## config.mk

```make
export PLATFORM = sky130hd
export DESIGN_NAME = downscale_writer
export DESIGN_NICKNAME = d
export VERILOG_FILES = /design/src/rtl/downscale_writer_pkg.sv /design/src/rtl/downscale_writer_decim_counter.sv /design/src/rtl/downscale_writer.sv
export SDC_FILE = /design/constraint.sdc
export NUM_CORES = 1
export LEC_CHECK = 0
export ABC_AREA = 1
export BUFFER_PORTS_ARGS = -buffer_cell sky130_fd_sc_hd__buf_2
export CORE_MARGIN = 2
export CORE_UTILIZATION = 30
export CTS_BUF_LIST = sky130_fd_sc_hd__clkbuf_16
export CTS_CLUSTER_DIAMETER = 40
export DETAILED_ROUTE_END_ITERATION = 8
export PLACE_DENSITY = 0.58
export SLEW_MARGIN = 10
export SYNTH_ARGS = -nofsm -noshare
export SYNTH_HDL_FRONTEND = slang
export SYNTH_HIERARCHICAL = 1
export SYNTH_SLANG_ARGS = --single-unit
export TNS_END_PERCENT = 30
```

## constraint.sdc

```tcl
create_clock -name clk_in -period 2.7 [get_ports clk_in]
set_input_delay 0.27 -clock clk_in [delete_from_list [all_inputs] [get_ports clk_in]]
set_output_delay 0.27 -clock clk_in [all_outputs]
set_load 0.02 [all_outputs]
```

## src/rtl/downscale_writer_pkg.sv

```systemverilog
// Shared video definitions: frame-buffer geometry, scale-code decoding and
// the writer state encoding.
package downscale_writer_pkg;

    localparam int unsigned FB_WIDTH  = 240;
    localparam int unsigned FB_HEIGHT = 320;
    localparam int unsigned FB_ADDR_W = $clog2(FB_WIDTH * FB_HEIGHT);

    localparam int unsigned FACTOR_W = 3;
    localparam int unsigned PHASE_W  = 2;

    typedef enum logic [1:0] {
        ST_IDLE,
        ST_RUN,
        ST_FULL
    } wr_state_e;

    // Codes 2 and 3 both select x4.
    function automatic logic [FACTOR_W-1:0] scale_factor(input logic [1:0] code);
        case (code)
            2'd0:    return 3'd1;
            2'd1:    return 3'd2;
            default: return 3'd4;
        endcase
    endfunction

endpackage

```

## src/rtl/downscale_writer_decim_counter.sv

```systemverilog
// Mod-N phase counter with a saturating output index; restart clears before the
// current step is applied, flush clears after it.
module decim_counter
    import downscale_writer_pkg::*;
#(
    parameter  int unsigned MAX   = FB_WIDTH,
    localparam int unsigned IDX_W = $clog2(MAX + 1)
) (
    input  logic                clk_in,
    input  logic                rst_in,
    input  logic                restart_in,
    input  logic                step_in,
    input  logic                flush_in,
    input  logic [FACTOR_W-1:0] factor_in,
    output logic [PHASE_W-1:0]  phase_out,
    output logic [IDX_W-1:0]    idx_out,
    output logic                wrap_out
);

    localparam logic [IDX_W-1:0] IDX_MAX = IDX_W'(MAX);

    logic [PHASE_W-1:0] phase_q, phase_d;
    logic [IDX_W-1:0]   idx_q, idx_d;
    logic [FACTOR_W-1:0] last_phase;

    always_comb begin
        phase_out  = restart_in ? '0 : phase_q;
        idx_out    = restart_in ? '0 : idx_q;
        last_phase = factor_in - FACTOR_W'(1);
        wrap_out   = step_in && (FACTOR_W'(phase_out) == last_phase);
        phase_d    = phase_out;
        idx_d      = idx_out;
        if (flush_in) begin
            phase_d = '0;
            idx_d   = '0;
        end else if (step_in) begin
            if (wrap_out) begin
                phase_d = '0;
                if (idx_out < IDX_MAX) begin
                    idx_d = idx_out + IDX_W'(1);
                end
            end else begin
                phase_d = phase_out + PHASE_W'(1);
            end
        end
    end

    always_ff @(posedge clk_in) begin
        if (rst_in) begin
            phase_q <= '0;
            idx_q   <= '0;
        end else begin
            phase_q <= phase_d;
            idx_q   <= idx_d;
        end
    end

endmodule

```

## src/rtl/downscale_writer.sv

```systemverilog
// Decimating camera-side frame-buffer writer: keeps one pixel in N per axis and
// issues registered write-port transactions in row-major order.
module downscale_writer
    import downscale_writer_pkg::*;
#(
    parameter  int unsigned DST_WIDTH  = FB_WIDTH,
    parameter  int unsigned DST_HEIGHT = FB_HEIGHT,
    parameter  int unsigned DATA_WIDTH = 16,
    localparam int unsigned ADDR_W     = $clog2(DST_WIDTH * DST_HEIGHT)
) (
    input  logic                  clk_in,
    input  logic                  rst_in,
    input  logic [1:0]            scale_in,
    input  logic                  pixel_valid_in,
    input  logic [DATA_WIDTH-1:0] pixel_data_in,
    input  logic                  sof_in,
    input  logic                  eol_in,
    output logic                  wr_en_out,
    output logic [ADDR_W-1:0]     wr_addr_out,
    output logic [DATA_WIDTH-1:0] wr_data_out,
    output logic                  frame_done_out
);

    localparam int unsigned X_W = $clog2(DST_WIDTH + 1);
    localparam int unsigned Y_W = $clog2(DST_HEIGHT + 1);

    wr_state_e             state_q, state_d;
    logic [FACTOR_W-1:0]   factor_q, factor_d;
    logic [ADDR_W-1:0]     line_base_q, line_base_d, line_base_cur;
    logic                  wr_en_q, wr_en_d;
    logic [ADDR_W-1:0]     wr_addr_q, wr_addr_d;
    logic [DATA_WIDTH-1:0] wr_data_q, wr_data_d;
    logic                  frame_done_q, frame_done_d;

    logic               sof_acc, run_now, keep, row_full;
    logic [PHASE_W-1:0] x_phase, y_phase;
    logic [X_W-1:0]     x_idx;
    logic [Y_W-1:0]     y_idx;
    logic               x_wrap_unused, y_wrap;

    // Front-end decode kept separate from the main comb block so the counter
    // outputs that depend on it do not form a combinational loop through it.
    assign sof_acc  = pixel_valid_in && sof_in;
    assign run_now  = pixel_valid_in && (sof_acc || state_q == ST_RUN);
    assign factor_d = sof_acc ? scale_factor(scale_in) : factor_q;

    decim_counter #(.MAX(DST_WIDTH)) u_x_cnt (
        .clk_in     (clk_in),
        .rst_in     (rst_in),
        .restart_in (sof_acc),
        .step_in    (run_now),
        .flush_in   (run_now && eol_in),
        .factor_in  (factor_d),
        .phase_out  (x_phase),
        .idx_out    (x_idx),
        .wrap_out   (x_wrap_unused)
    );

    decim_counter #(.MAX(DST_HEIGHT)) u_y_cnt (
        .clk_in     (clk_in),
        .rst_in     (rst_in),
        .restart_in (sof_acc),
        .step_in    (run_now && eol_in),
        .flush_in   (1'b0),
        .factor_in  (factor_d),
        .phase_out  (y_phase),
        .idx_out    (y_idx),
        .wrap_out   (y_wrap)
    );

    always_comb begin
        line_base_cur = sof_acc ? '0 : line_base_q;
        keep          = run_now && (x_phase == '0) && (y_phase == '0)
                        && (x_idx < X_W'(DST_WIDTH));
        row_full      = y_wrap && (y_idx == Y_W'(DST_HEIGHT - 1));

        state_d = state_q;
        if (row_full) begin
            state_d = ST_FULL;
        end else if (sof_acc) begin
            state_d = ST_RUN;
        end

        line_base_d = line_base_cur;
        if (y_wrap) begin
            line_base_d = line_base_cur + ADDR_W'(DST_WIDTH);
        end

        wr_en_d      = keep;
        wr_addr_d    = keep ? line_base_cur + ADDR_W'(x_idx) : wr_addr_q;
        wr_data_d    = keep ? pixel_data_in : wr_data_q;
        frame_done_d = row_full;
    end

    always_ff @(posedge clk_in) begin
        if (rst_in) begin
            state_q      <= ST_IDLE;
            factor_q     <= FACTOR_W'(1);
            line_base_q  <= '0;
            wr_en_q      <= 1'b0;
            wr_addr_q    <= '0;
            wr_data_q    <= '0;
            frame_done_q <= 1'b0;
        end else begin
            state_q      <= state_d;
            factor_q     <= factor_d;
            line_base_q  <= line_base_d;
            wr_en_q      <= wr_en_d;
            wr_addr_q    <= wr_addr_d;
            wr_data_q    <= wr_data_d;
            frame_done_q <= frame_done_d;
        end
    end

    assign wr_en_out      = wr_en_q;
    assign wr_addr_out    = wr_addr_q;
    assign wr_data_out    = wr_data_q;
    assign frame_done_out = frame_done_q;

endmodule
```

# After elaboration in Yosys (flattened, before gate mapping)
# Cells that the tools add are included.
# word_totals
regBits	78
inputBits	23
out_inout_bits	35
# classes
addsub	7
magnitude_cmp	2
eq_ne	5
muxes	20
n_reduce_logical	16
# op_table
op	n
9-bit two-way mux	4
17-bit two-way mux	2
8-bit two-way mux	4
17-bit by 8-bit adder with 17-bit output	1
17-bit by 8-bit adder with 17-bit output, second input constant	1
2-bit two-way mux	8
9-bit by 1-bit adder with 9-bit output, second input constant	1
9-bit == test, second input constant	1
1-bit logical AND	9
9-bit less-than comparator, second input constant	1
8-bit by 1-bit adder with 8-bit output, second input constant	1
8-bit less-than comparator, second input constant	1
2-bit by 3-bit == test with 1-bit output	2
2-bit zero test	3
3-bit case mux with 2 select lines	1
2-bit by 1-bit adder with 2-bit output, second input constant	2
2-bit by 1-bit == test with 1-bit output, second input constant	2
2-bit OR reduction	2
3-bit two-way mux	1
3-bit by 1-bit subtractor with 3-bit output, second input constant	1
2-bit nonzero test	1
1-bit logical OR	1

# Longest topological paths before layout
# depth
depth_word	8
mapped_depth	20
mapped_depth_nobuf	18

# Cells and area by module
# Netlist, hierarchy kept.
# by_module_without_submodules
module	n_inst	cells_per_inst	area_each_um2	seq_area_each_um2
downscale_writer	1	416	2871.5	1141.1
decim_counter (u_x_cnt)	1	129	845.8	200.2
decim_counter (u_y_cnt)	1	125	805.8	220.2

# Worst setup path after synthesis
# OpenSTA, ideal clock, no wires.
# synth_path
kind	in2reg
start	input port sof_in
end	register line_base_q[15]
arrival_time_ns	2.696
required_ns	2.568
slack_ns	-0.127
cell_stages	17
path_buffers	2
path_cell_list	nand2_4 -> buf_6 -> nor2_1 -> a22oi_1 -> inv_1 -> inv_1 -> ha_1 -> xor2_1 -> nor2_1 -> nand2_4 -> clkinv_4 -> clkbuf_1 -> nand3_1 -> nor2_1 -> inv_1 -> nor3_1 -> nor3_1
# synth_via
elab_chain_len	6
elab_cells_between_ends	12
# synth_rtl
item	line	source
start: declaration	downscale_writer.sv:16	input logic sof_in,
1-bit logical AND	downscale_writer.sv:43	assign sof_acc = pixel_valid_in && sof_in;
3-bit two-way mux	downscale_writer.sv:45	assign factor_d = sof_acc ? scale_factor(scale_in) : factor_q;
named net factor_d[0]	downscale_writer.sv:28	logic [FACTOR_W-1:0] factor_q, factor_d;
3-bit by 1-bit subtractor with 3-bit output	downscale_writer_decim_counter.sv:29	last_phase = factor_in - FACTOR_W'(1);
2-bit by 3-bit == test with 1-bit output	downscale_writer_decim_counter.sv:30	wrap_out = step_in && (FACTOR_W'(phase_out) == last_phase);
1-bit logical AND	downscale_writer_decim_counter.sv:30	
named net y_wrap	downscale_writer.sv:39	logic x_wrap_unused, y_wrap;
17-bit two-way mux	downscale_writer.sv:85	if (y_wrap) begin
end signal: assignment	downscale_writer.sv:107	line_base_q <= line_base_d;
end: declaration	downscale_writer.sv:29	logic [ADDR_W-1:0] line_base_q, line_base_d, line_base_cur;
# The timed path passes the listed nets, and every way through them passes these cells.
# A chain may end at the register's enable or synchronous reset.

# Worst setup path in the final report
# layout_path
start	input port sof_in
end	register line_base_q[11]
# Same word-level chain as after synthesis.

==> impl_metrics.yaml <==
clock_network:
  cts_tree: "yes"
  htree_levels: 3
  path_clk_slew_ns: 0.06
  cts_sinks: 78
  cts_buffer_depth: 2
  hold_buffers: 0
  clock-root-buffer: "clkbuf_16"
  cts_buffers: 9
  clk_latency_ns: 0.34
  cts_setup_buffers: 0
  cts_resized: 0
cells_and_area:
  syn_to_final_growth_pct: 16.9
  stdcell_count: 917
  stdcell_area_um2: 5290
  num_antenna_cells: 0
  utilization_pct: 36.1
  drive_above_1_share_pct: 19.4
  nets: 764
timing:
  tns_ns: 0
  setup_slack_ns: 0.502
  period_minus_slack_ns: 2.20
  rsz0062_at_grt: "false"
  fin_crit_sh_pct: 81.4
  skew_ns: 0.0114
  slew_violations: 0
  finalSetupViolCount: 0
  hold_viol: 0
  tightest_slew_ns: 1.07
  max_slew_margin_pct: 28.6
  fmax_mhz: 455
placed_design:
  dp.cells: 901
  placed_cell_area_um2: 5000
  io_buffers: 57
  place_congestion: 0.826
  hpwl_um: 7780
  place_ws_ns: 0.154
critical_path:
  endpoint_kind: "register"
  crit_top_cell: "inv_1"
  cp.required_ns: 2.92
  worstSetupPathType: "in2reg"
  arrival_ns: 2.42
  crit_buf_inv: 5
  path_cells: "buf_2 > nand2_4 > nor2_1 > a22oi_1 > inv_1 > inv_1 > ha_1 > xor2_1 > nor2_2 > nand2_4 > clkinv_4 > nand3_1 > nor2_1 > inv_1 > o21ai_0 > a21oi_1"
  cpMaxStageDelayCell: "nor2_1"
  worst-path-max-fanout: 17
  critPathTopFamily: "simple AND/OR/NAND/NOR gates"
  slowest_delay_ns: 0.21
  start_kind: "input pin"
synthesis:
  netlist.area_leader.share_pct: 34.5
  synth_compound_area_share_pct: 11.5
  ys_ff_latch: 78
  synth-edff-count: 0
  synth_adder_area_share_pct: 3.76
  yosysUniqueCellTypes: 45
  yosysMostFrequentCell: "nand2_1"
  synth_seq_area_share_pct: 34.5
  synth_simple_gate_area_share_pct: 37.0
  synth_top_family_by_area: "simple AND/OR/NAND/NOR gates"
  synthArstFlopShare_pct: 0
  synth_mux_area_share_pct: 0
  synthesis.area_um2: 4520
  synth_common_cells: "141 x nand2_1, 112 x nor2_1, 83 x inv_1, 78 x dfxtp_1, 42 x o21ai_0"
  synthTopCellsByArea: "dfxtp_1 35%, nand2_1 12%, nor2_1 9.3%"
  ys_warn_count: 6
  synth-main-ff-cell: "dfxtp_1"
  syn_area_per_cell_um2: 6.75
  synth_xor_area_share_pct: 2.74
  syn_inst: 670
  syn-num-nets: 706
  yosysTopAreaCell: "dfxtp_1"
drt:
  drtIter0Drc: 248
  vias: 4107
  vias_per_cell: 4.48
  route.detailed.drc: 0
  routedWlPerCell_um: 11.4
  dr.pass1.iters: 5
  ant_nets: 0
  wl_um: 10500
grt:
  grt_pass1_wl_um: 18200
  grt_pass1_vias: 3870
  track_usage_pct: 13.7
  grt_max_degree: 41
  antenna_found_initial: 1
  overflow: 0
floorplan:
  die-width_um: 127
  die_y_um: 127
  ioPinCount: 58
  start_util_pct: 30.9
  placementRows: 44
  core_um2: 14600
  die_area_um2: 16100
pwr:
  total_leakage_power_uw: 0.00243
  ir_worst_vdd_uv: 285
  power_density_nw_per_um2: 526
min_path:
  worstHoldPathType: "in2reg"
run_status:
  status: "completed"
job:
  cap_violations: 0
[metal layers]
metal  GRT usage [%]  part of all wire, %
met5               0                    0
met4            4.14                 0.65
met3            3.12                  4.5
met2            22.4                   44
met1            18.2                   50
[flip-flops by register name, summed over array words and instances, names as in the netlist]
name             cells
wr_en_out            1
u_y_cnt/idx_q        9
u_x_cnt/idx_q        8
factor_q             3
wr_data_out         16
u_y_cnt/phase_q      2
state_q              2
u_x_cnt/phase_q      2
line_base_q         17
frame_done_out       1
wr_addr_out         17
[cell type report]
type / count / area, um2
multi-input cells: 482 / 2490
fillers: 1580 / 9360
flip-flops and latches: 78 / 1560
clock inverters: 7 / 57.6
inverters: 94 / 374
well taps: 184 / 230
clock buffers: 9 / 225
repair buffers: 63 / 343
[kinds of logic (layout without fill, tap and decap cells)]
| logic type | count (synthesis) | in the layout |
|---|---|---|
| XOR/XNOR | 12 | 12 |
| adder cells (fa/ha/maj) | 13 | 13 |
| AND/OR/NAND/NOR | 361 | 361 |
| AO/OA/AOI/OAI | 95 | 95 |
| other | 1 | 1 |
| buffers and inverters | 110 | 173 |
| flip-flops | 78 | 78 |
[power breakdown]
part           switching, uW  leakage (uW)  internal [uW]
clock network            518      0.000134            635
registers               24.4      0.000636           1210
logic                    263       0.00166            136
total                    806       0.00243           1980
[layout by cell type (no fill, tap or decap), types with 2 or more instances in the layout]
cell and n:
xnor2_1 3, nand4_1 12, inv_1 83, clkinv_2 2, nand2_2 20, nand3b_1 3, clkinv_4 2, nand3_1 33
clkinvlp_4 2, or2_2 2, clkbuf_16 9, nand2_4 6, inv_4 3, ha_1 12, nor2_1 111, buf_4 5
nor2_2 9, o21ai_0 42, a21oi_1 34, a31oi_1 2, inv_8 2, a211oi_1 3, inv_6 2, dfxtp_1 78
nand2_1 141, xor2_1 8, buf_2 57, nor2_4 7, nor3_1 10, nor2_8 2, inv_2 5, a21oi_2 3
o21ai_1 6
[worst min-delay path, stage by stage]
cell	delay, ns
buf_2	0.07
o21ai_0	0.07
nor2_1	0.07
[through the flow]
step / hold WS, ns / total power (uW)
floorplan: 0.421 / 1540
global placement: 0.433 / 1660
CTS: 0.168 / 2830
finish: 0.178 / 2780
detailed placement: 0.435 / 1660
global route: 0.190 / 2920
[worst paths after layout]
kind	start	end	slack, ns	cells past startpoint
setup / recovery	sof_in	line_base_q[11]	0.50	16
hold / removal	pixel_data_in[13]	wr_data_out[13]	0.18	3
setup reg to reg	factor_q[0]	line_base_q[11]	0.51	14
hold reg to reg	line_base_q[1]	line_base_q[1]	0.44	2
Note: power is estimated with default switching activity, not from simulation.
